$ cat src/rtl/coeff_mem_arbiter.sv
// Round-robin, burst-limited arbiter that shares one single-port coefficient SRAM
// between the expansion writer and the downstream reader. SRAM pins are driven from registers.
module coeff_mem_arbiter #(
    parameter int ADDR_W    = 16,
    parameter int DATA_W    = 24,
    parameter int RD_LAT    = 1,
    parameter int MAX_BURST = 4
) (
    input  logic              clk,
    input  logic              rst,
    input  logic              w_req,
    input  logic [ADDR_W-1:0] w_addr,
    input  logic [DATA_W-1:0] w_data,
    output logic              w_gnt,
    input  logic              r_req,
    input  logic [ADDR_W-1:0] r_addr,
    output logic              r_gnt,
    output logic [DATA_W-1:0] r_data,
    output logic              r_valid,
    output logic [ADDR_W-1:0] A,
    output logic [DATA_W-1:0] D,
    output logic              WEB,
    output logic              CEB,
    input  logic [DATA_W-1:0] Q
);

    typedef enum logic {
        WRITER = 1'b0,
        READER = 1'b1
    } owner_t;

    owner_t      last_owner;
    owner_t      gnt_owner;
    logic [3:0]  run_cnt;
    logic        burst_ok;
    logic [RD_LAT:0] vld_pipe;

    assign burst_ok  = (run_cnt < 4'(MAX_BURST));
    assign gnt_owner = r_gnt ? READER : WRITER;

    // Grant decision; both grants are held low while reset is asserted.
    always_comb begin
        // NOTE: every output gets a default first so no path leaves it unassigned (no latch).
        w_gnt = 1'b0;
        r_gnt = 1'b0;
        if (!rst) begin
            if (w_req && r_req) begin
                if (last_owner == WRITER) begin
                    w_gnt = burst_ok;
                    r_gnt = !burst_ok;
                end else begin
                    r_gnt = burst_ok;
                    w_gnt = !burst_ok;
                end
            end else begin
                w_gnt = w_req;
                r_gnt = r_req;
            end
        end
    end

    // Ownership and run-length tracking; run_cnt clears whenever the SRAM idles.
    always_ff @(posedge clk or posedge rst) begin
        if (rst) begin
            // NOTE: sequential state uses non-blocking assignments so every register samples pre-edge values.
            last_owner <= WRITER;
            run_cnt    <= 4'd0;
        end else if (w_gnt || r_gnt) begin
            if (gnt_owner == last_owner)
                run_cnt <= (run_cnt == 4'hF) ? run_cnt : run_cnt + 4'd1;
            else
                run_cnt <= 4'd1;
            last_owner <= gnt_owner;
        end else begin
            run_cnt <= 4'd0;
        end
    end

    // SRAM pin registers: a grant in one cycle becomes the memory access of the next.
    always_ff @(posedge clk or posedge rst) begin
        if (rst) begin
            A   <= '0;
            D   <= '0;
            WEB <= 1'b1;
            CEB <= 1'b1;
        end else if (w_gnt) begin
            A   <= w_addr;
            D   <= w_data;
            WEB <= 1'b0;
            CEB <= 1'b0;
        end else if (r_gnt) begin
            A   <= r_addr;
            WEB <= 1'b1;
            CEB <= 1'b0;
        end else begin
            WEB <= 1'b1;
            CEB <= 1'b1;
        end
    end

    // Read-valid shift register: one stage for the pin register plus RD_LAT SRAM stages.
    always_ff @(posedge clk or posedge rst) begin
        if (rst)
            vld_pipe <= '0;
        else
            vld_pipe <= {vld_pipe[RD_LAT-1:0], r_gnt};
    end

    assign r_valid = vld_pipe[RD_LAT];
    assign r_data  = r_valid ? Q : '0;

endmodule

$ cat config.mk
export PLATFORM = sky130hd
export DESIGN_NAME = coeff_mem_arbiter
export DESIGN_NICKNAME = d
export VERILOG_FILES = /design/src/rtl/coeff_mem_arbiter.sv
export SDC_FILE = /design/constraint.sdc
export NUM_CORES = 1
export LEC_CHECK = 0
export ABC_CLOCK_PERIOD_IN_PS = 5900
export BUFFER_PORTS_ARGS = -buffer_cell sky130_fd_sc_hd__buf_2
export CORE_UTILIZATION = 45
export CTS_CLUSTER_SIZE = 8
export DETAILED_ROUTE_END_ITERATION = 10
export HOLD_SLACK_MARGIN = 0.02
export PLACE_DENSITY = 0.85
export SLEW_MARGIN = 20
export SYNTH_ARGS = -nofsm -noshare
export SYNTH_HDL_FRONTEND = slang
export SYNTH_SLANG_ARGS = --single-unit
export TNS_END_PERCENT = 50
$ cat constraint.sdc
create_clock -name clk -period 5.9 [get_ports clk]
set_input_delay 0.295 -clock clk [delete_from_list [all_inputs] [get_ports clk]]
set_output_delay 0.295 -clock clk [all_outputs]
set_load 0.05 [all_outputs]
-- Word level (Yosys, flattened, before mapping)
Index checks and enable logic that the tools add are counted.
Widths: inputs -> output; s select.
- register bits: 49
- latch bits: 0
- RAM bits: 0
- bits in read-only memories: 0
- input bits: 84
- output and inout port bits: 69
- logic and storage cells: 32
- memories: 0
- $add $sub $neg: 1
- multiply operators: 0
- div/mod/pow operators: 0
- order comparisons: 1
- eq/ne operators: 3
- shifts and indexed selects: 0
- multiplexer cells: 16
- bitwise gates (word level): 0
- reductions and logical operators: 4
- operators with widths (operator ; count):
    $mux 16 ; 2
    $mux 24 ; 1
    $mux 4 ; 3
    $mux 1 ; 10
    $add 4x1->4 const B ; 1
    $eq 4x4->1 const B ; 1
    $lt 4x3->1 const B ; 1
    $ne 3x3->1 const B ; 1
    $reduce_bool 2->1 ; 1
    $eq 1x1->1 ; 1
    $logic_and 1x1->1 ; 1
    $logic_not 1->1 ; 1
    $logic_or 1x1->1 ; 1

-- Logic depth before layout (Yosys ltp)
Gate-level depths: netlist of run 1.
- depth after elaboration: 9
- depth in mapped cells: 7
- gate-level depth less buffers: 5

-- Worst setup path before layout of run 1
No wires, ideal clock.
- path kind: input-to-output
- start: in rst
- end: out r_gnt
- arrival: 2.585 ns
- data required time: 5.605 ns
- slack: 3.020 ns
- stages on the path: 4
- path buffers: 1
- cell sequence: clkbuf_1 -> inv_1 -> nand2_1 -> a21oi_1
- cells in the longest elaborated chain, start to end: 1
- ends and longest elaborated chain (item ; line ; RTL):
    start: declaration ; 10 ; input logic rst,
    $mux 1 ; 46 ; if (!rst) begin
    end: declaration ; 17 ; output logic r_gnt,
Every way passes these cells.

-- Worst setup path in the final report of run 1
- start: in rst
- end: out w_gnt
- cells in the longest elaborated chain, start to end: 1
- ends and longest elaborated chain (item ; line ; RTL):
    $mux 1 ; 46 ;
    end: declaration ; 14 ; output logic w_gnt,
Every way passes these cells.

==> impl_metrics.ini, run 1 <==
[power]
post-layout-total-power_mw = 1.12
static_leakage_nw = 1.74
power_density_mw_per_mm2 = 353
vdd_drop_max_uv = 233

[yosys]
yosys_register_bits = 49
synth_cell_types = 33
synth.net_count = 265
synth_top_cell_by_area = dfrtp_1
synthesis.area_mm2 = 0.00234
synth.area.top_cells = dfrtp_1 (50%), mux2_4 (12%), a221o_1 (6.8%), and2_1 (6.4%), a22o_1 (4.5%)
syn_inst = 180
ys_seq_area_share_pct = 52.5
synth_top_area_share_pct = 50.3
yosys_warnings = 0
synth.avg_cell_area_um2 = 13.0

[die]
die_height_um = 74.1
die-area_mm2 = 0.00549
num_rows = 25
core_area_mm2 = 0.00485
dieWidth_um = 74.1
initial_utilization_pct = 48.3
io_pins = 153

[critical_path]
crit_family = buffers and inverters
slowest_stage = clkinv_2
worst_setup_path_startpoint = rst
reg2regPathDepth = 5
slowest_delay_ns = 0.68
cp_max_fo = 52
arrival_ns = 2.14
critical_path_startpoint_category = input port
crit_chain = buf_2 -> clkinv_2 -> o211a_1 -> buf_2
r2r_start = run_cnt[2]$_DFFE_PP0P_
worstPathRequired_ns = 5.61
crit_buf_inv = 3
cp.depth = 4
crit_path_end_kind = primary output
crit_path_frequent_cell = buf_2
critical_path_class = in2out

[cts]
cts-resized-gates = 0
post_cts.repair.setup_buffers = 0
root_buffer = clkbuf_8
num_clock_sinks = 49
hold_buffer_count_at_cts = 0
insertion_delay_to_the_later_sink_of_the_worst_skew_pair_ns = 0.29
tritoncts = done
cts_buffers = 5
worst_setup_hold_path_clk_slew_ns = 0.09
clk_path_buf_depth = 2
ctsHtreeMaxLevel = 2

[placement]
dpl_cell_area_mm2 = 0.00310
place.gp.congestion = 0.817
dp_slack_ns = 3.17
dpl.hpwl_um = 4220
dp.cells = 388
io_buffer_count = 152

[layout]
final_common_cell = buf_2
diodes = 0
drive_above_1_share_pct = 57.4
layout.core_utilization_pct = 65.7
flow.area_growth_from_synthesis_pct = 36.0
final_cell_mix = buf_2 (152), dfrtp_1 (47), and2_1 (24), mux2_4 (18), a221o_1 (16)
final_instance_count_excl_fillers = 396
finish.instance_area_mm2 = 0.00318
final_net_count = 413

[grt]
grtUsageTotal_pct = 20.0
grt_overflow_total = 0
initial_antenna_violation_count = 0
grt_first_pass_wirelength_um = 8140
pin_count_of_the_biggest_net_entering_global_routing = 53
grt_pass1_vias = 1791

[timing]
final.setup_skew_ns = 0.00723
highest_attainable_clock_frequency_mhz = 411
timing.final.crit_share_pct = 41.3
max-slew-margin-rel_pct = 26.9
timing_worst_slew_pin_value_ns = 1.09
finalSetupTns_ns = 0
final.min_clock_period_ns = 2.43
finalHoldWorstSlack_ns = 0.199
setup_viol_count_final = 0
rsz0062_at_grt = false
hold_viol_final = 0
worst_slack_ns = 3.47
report.final.slew_viol_count = 0

[flow_run]
max-cap-violations = 0

[routing]
detail_route.wirelength_um = 5570
wl_per_cell_um = 14.1
route.vias.total = 2076
drt_iter0_drc = 94
remaining_drc_errors = 0
first_pass_iters = 5
final_ant_viol_nets = 0
via_density_per_instance = 5.24

[worst_hold_path]
hp-class = in2async

[outcome]
status = completed
[worst register-to-register path, cell delays in order, from the launching register on]
cell	delay (ns)
dfrtp_1	0.46
nor2_2	0.18
xor2_2	0.20
o211a_1	0.59
inv_6	0.24
mux2_4	0.38
[final cells by class]
type	instances	area, µm²
clock buffers	7	76.3
multi-input cells	117	1010
inverters	3	17.5
repair buffers	152	761
flip-flops and latches	49	1230
clock inverters	1	7.51
fillers	355	1670
well taps	67	83.8
[final timing paths]
kind,end,slack (ns)
max in group asynchronous,D[12]$_DFFE_PP0N_,5.21
max reg2reg,D[10]$_DFFE_PP0N_,3.74
min in group clk,A[15]$_DFFE_PP0P_,0.22
min reg2reg,vld_pipe[1]$_DFF_PP0_,0.35
min,A[0]$_DFFE_PP0P_,0.20
max,w_gnt,3.47
[layer usage]
metal / vias to the layer above / global-route usage [%] / wire length [µm]
li1: 960 / - / -
met1: 966 / 23.8 / 2180
met2: 136 / 35.3 / 2760
met3: 14 / 5.42 / 531
met4: 0 / 6.41 / 100
met5: - / 0 / 0
[power by group]
| part | switching (mW) | leakage, nW | total, mW | internal [mW] |
|---|---|---|---|---|
| Sequential | 0.0450 | 0.588 | 0.445 | 0.400 |
| Clock | 0.105 | 0.0385 | 0.188 | 0.0840 |
| Combinational | 0.339 | 1.11 | 0.489 | 0.150 |
| Total | 0.488 | 1.74 | 1.12 | 0.634 |
[state kept, by name, indices dropped and copies added, names as in the netlist]
name	cells
A	16
WEB	1
vld_pipe	2
run_cnt	4
D	24
CEB	1
last_owner	1
[kinds of logic after synthesis]
kind of cell	share of synthesized area (%)
muxes	14.9
DFF	52.5
xor gates and xnor gates	1.07
and+or+nand+nor	9.95
buffers and inverters	4.60
AOI/OAI and AO/OA	16.5
adders and majority gates	0.535
[synthesized netlist by cell type, drive strengths merged]
cell	n
o211ai	1
dfrtp	47
a21oi	3
and2	24
dfstp	2
o211a	1
mux2i	1
xor2	1
nor2b	1
a221o	16
a21o	1
nand3	2
clkbuf	5
xnor2	1
a31oi	1
a22o	12
mux2	24
nor3b	1
a22oi	4
buf	6
o221ai	1
ha	1
nand2	6
nor2	5
inv	3
nor3	3
o21ai	7
Power figures use the tool's default switching activity.
==> run 2: changes to the inputs <==
--- a/config.mk
+++ b/config.mk
@@ -5,13 +5,14 @@
 export SDC_FILE = /design/constraint.sdc
 export NUM_CORES = 1
 export LEC_CHECK = 0
-export ABC_CLOCK_PERIOD_IN_PS = 5900
+export ABC_AREA = 1
+export ABC_CLOCK_PERIOD_IN_PS = 2450
 export BUFFER_PORTS_ARGS = -buffer_cell sky130_fd_sc_hd__buf_2
-export CORE_UTILIZATION = 45
+export CORE_UTILIZATION = 41
 export CTS_CLUSTER_SIZE = 8
 export DETAILED_ROUTE_END_ITERATION = 10
 export HOLD_SLACK_MARGIN = 0.02
-export PLACE_DENSITY = 0.85
+export PLACE_DENSITY = 0.8
 export SLEW_MARGIN = 20
 export SYNTH_ARGS = -nofsm -noshare
 export SYNTH_HDL_FRONTEND = slang
==> constraint.sdc (replaced) <==
create_clock -name clk -period 2.45 [get_ports clk]
set_input_delay 0.1225 -clock clk [delete_from_list [all_inputs] [get_ports clk]]
set_output_delay 0.1225 -clock clk [all_outputs]
set_load 0.05 [all_outputs]
==> run 2 against run 1 <==
Wire length grew 6.8%. Largest power group is now registers. Synthesized cell count up 59%. Non-clock buffer count is 20 higher. Critical path type is now reg2out. Critical endpoint unchanged.
==> impl_metrics.ini, run 2 <==
[outcome]
status = completed

[layout]
largest_reg_by_ff_count = D
multi_input_area_um2 = 783
layout.core_utilization_pct = 64.1
final_common_cell = nand2_1
flow.area_growth_from_synthesis_pct = 48.9
diodes = 0
fillCellCount = 460
area_used_by_sequential_logic_in_the_layout_mm2 = 0.00123
layout_top_registers = D x24, A x16, run_cnt x4
drive_above_1_share_pct = 37.1
final_instance_count_excl_fillers = 526
final_cell_mix = nand2_1 (158), buf_2 (152), dfrtp_1 (47), inv_1 (32), nand3_1 (22)
final_net_count = 541
largest_reg_flops = 24

[grt]
grt_overflow_total = 0
pin_count_of_the_biggest_net_entering_global_routing = 42
grt_pass1_vias = 2098
grt_first_pass_wirelength_um = 8810
initial_antenna_violation_count = 0
grtUsageTotal_pct = 20.9

[timing]
final.setup_skew_ns = 0.00513
timing_worst_slew_pin_value_ns = 0.703
hold_viol_final = 0
setup_viol_count_final = 0
final.min_clock_period_ns = 2.11
report.final.slew_viol_count = 0
worst_slack_ns = 0.342
timing.final.crit_share_pct = 86.0
rsz0062_at_grt = false
max-slew-margin-rel_pct = 53.1
finalSetupTns_ns = 0
highest_attainable_clock_frequency_mhz = 474

[die]
num_rows = 26
die-area_mm2 = 0.00569
io_pins = 153
dieWidth_um = 75.5
core_area_mm2 = 0.00514
die_height_um = 75.5
initial_utilization_pct = 43.0

[routing]
wl_per_cell_um = 11.3
first_pass_iters = 6
final_ant_viol_nets = 0
drt_iter0_drc = 72
route.vias.total = 2377
via_density_per_instance = 4.52
detail_route.wirelength_um = 5950
remaining_drc_errors = 0

[flow_run]
max-cap-violations = 0

[power]
vdd_drop_max_uv = 362
post-layout-total-power_mw = 2.50
static_leakage_nw = 2.13
power_density_mw_per_mm2 = 760

[cts]
tritoncts = done
ctsHtreeMaxLevel = 2
cts-resized-gates = 0
cts_buffers = 5
root_buffer = clkbuf_8
num_clock_sinks = 49
worst_setup_hold_path_clk_slew_ns = 0.09
insertion_delay_to_the_later_sink_of_the_worst_skew_pair_ns = 0.30
clk_path_buf_depth = 2
hold_buffer_count_at_cts = 17
post_cts.repair.setup_buffers = 0

[critical_path]
ff2ff_setup_slack_ns = 0.82
r2r_start = run_cnt[2]$_DFFE_PP0P_
worstPathRequired_ns = 2.33
crit_path_end_kind = primary output
critical_path_startpoint_category = register
r2r_end = D[17]$_DFFE_PP0N_
reg2regPathDepth = 7
cp_max_fo = 41
critical_path_class = reg2out
arrival_ns = 1.99

[placement]
dp.cells = 501
dpl.hpwl_um = 4270
place.gp.congestion = 0.772
io_buffer_count = 152
dp_slack_ns = 0.658

[yosys]
synth_most_common_cell = nand2_1
yosys_register_bits = 49
yosys_warnings = 0
synth.net_count = 372
synth_edf_count = 0
synth.top_cells.by_count = nand2_1 (158), dfrtp_1 (47), inv_1 (33), nand3_1 (22), buf_4 (5)
synth_cell_types = 19
synthesis.area_mm2 = 0.00221
synth.avg_cell_area_um2 = 7.71
syn_inst = 287
synth_top_area_share_pct = 53.2
synth-main-ff-cell = dfrtp_1
async_flop_share_pct = 100
synth.area.top_cells = dfrtp_1 (53%), nand2_1 (27%), inv_1 (5.6%), nand3_1 (5.0%), dfstp_2 (2.4%)
ys_seq_area_share_pct = 55.5
synth_top_cell_by_area = dfrtp_1

[worst_hold_path]
min_delay_worst_endpoint = A[3]$_DFFE_PP0P_
hp-class = in2reg
timing.hold.worst.start = w_addr[3]
whs_path_depth = 3
run 2: cell types whose count changed after synthesis, moves of 16 or more:
cell     previous run  this run
a221o_1            16         0
inv_1               2        33
nand3_1             2        22
mux2_4             18         0
nand2_1             6       158
and2_1             24         0
run 2: routing by layer:
metal / part of all wire (%) / up-vias / global-route usage [%]
met5: 0 / - / 0
met4: 1.9 / 0 / 7.82
met3: 7.5 / 12 / 5.29
met2: 51 / 109 / 38.5
met1: 39 / 1071 / 23.1
li1: - / 1185 / -
run 2: area by class of cell:
class	count	share of cell area, %
Sequential cell	49	37.3
Clock buffer	5	2.09
Multi-Input combinational cell	193	23.8
Tap cell	70	2.66
Inverter	35	4.07
Timing Repair Buffer	172	29.0
Clock inverter	2	1.06
run 2: through the flow:
| stage | hold slack, ns | area (µm²) |
|---|---|---|
| after floorplan | 0.232 | 2210 |
| after global placement | 0.219 | 3010 |
| after detailed placement | 0.225 | 3010 |
| after CTS | 0.0204 | 3280 |
| after global routing | 0.0214 | 3290 |
| final | 0.0194 | 3290 |
run 2: critical path: stages, from the launching register on:
cell and delay, ns:
dfrtp_1 0.43, o21ai_1 0.18, nand2_1 0.07, nand2_1 0.10, nand2_4 0.18, inv_4 0.36, buf_2 0.34
run 2: how the worst max path moves through the flow:
stage                      startpoint           endpoint  slack (ns)  cells past startpoint
4_1_cts        run_cnt[2]$_DFFE_PP0P_              w_gnt        0.33                      6
3_5_place_dp   run_cnt[2]$_DFFE_PP0P_              w_gnt        0.66                      6
3_3_place_gp   run_cnt[2]$_DFFE_PP0P_              w_gnt        0.69                      6
6_report       run_cnt[2]$_DFFE_PP0P_              w_gnt        0.34                      6
5_1_grt        run_cnt[2]$_DFFE_PP0P_              w_gnt        0.18                      6
2_1_floorplan                     rst  A[10]$_DFFE_PP0P_        0.44                      8
run 2: cells by family (layout without fill, tap and decap cells):
family,Yosys count,in the layout,share of synthesized area [%]
compound gates,4,4,0.905
xor+xnor,1,1,0.396
fa+ha+maj,1,1,0.566
buf+inv,45,214,9.05
flops,49,49,55.5
simple gates,187,187,33.5
run 2: where the power goes:
group	switching (mW)	internal (mW)
Sequential	0.0750	0.934
Clock	0.264	0.297
Combinational	0.701	0.233
Total	1.04	1.46
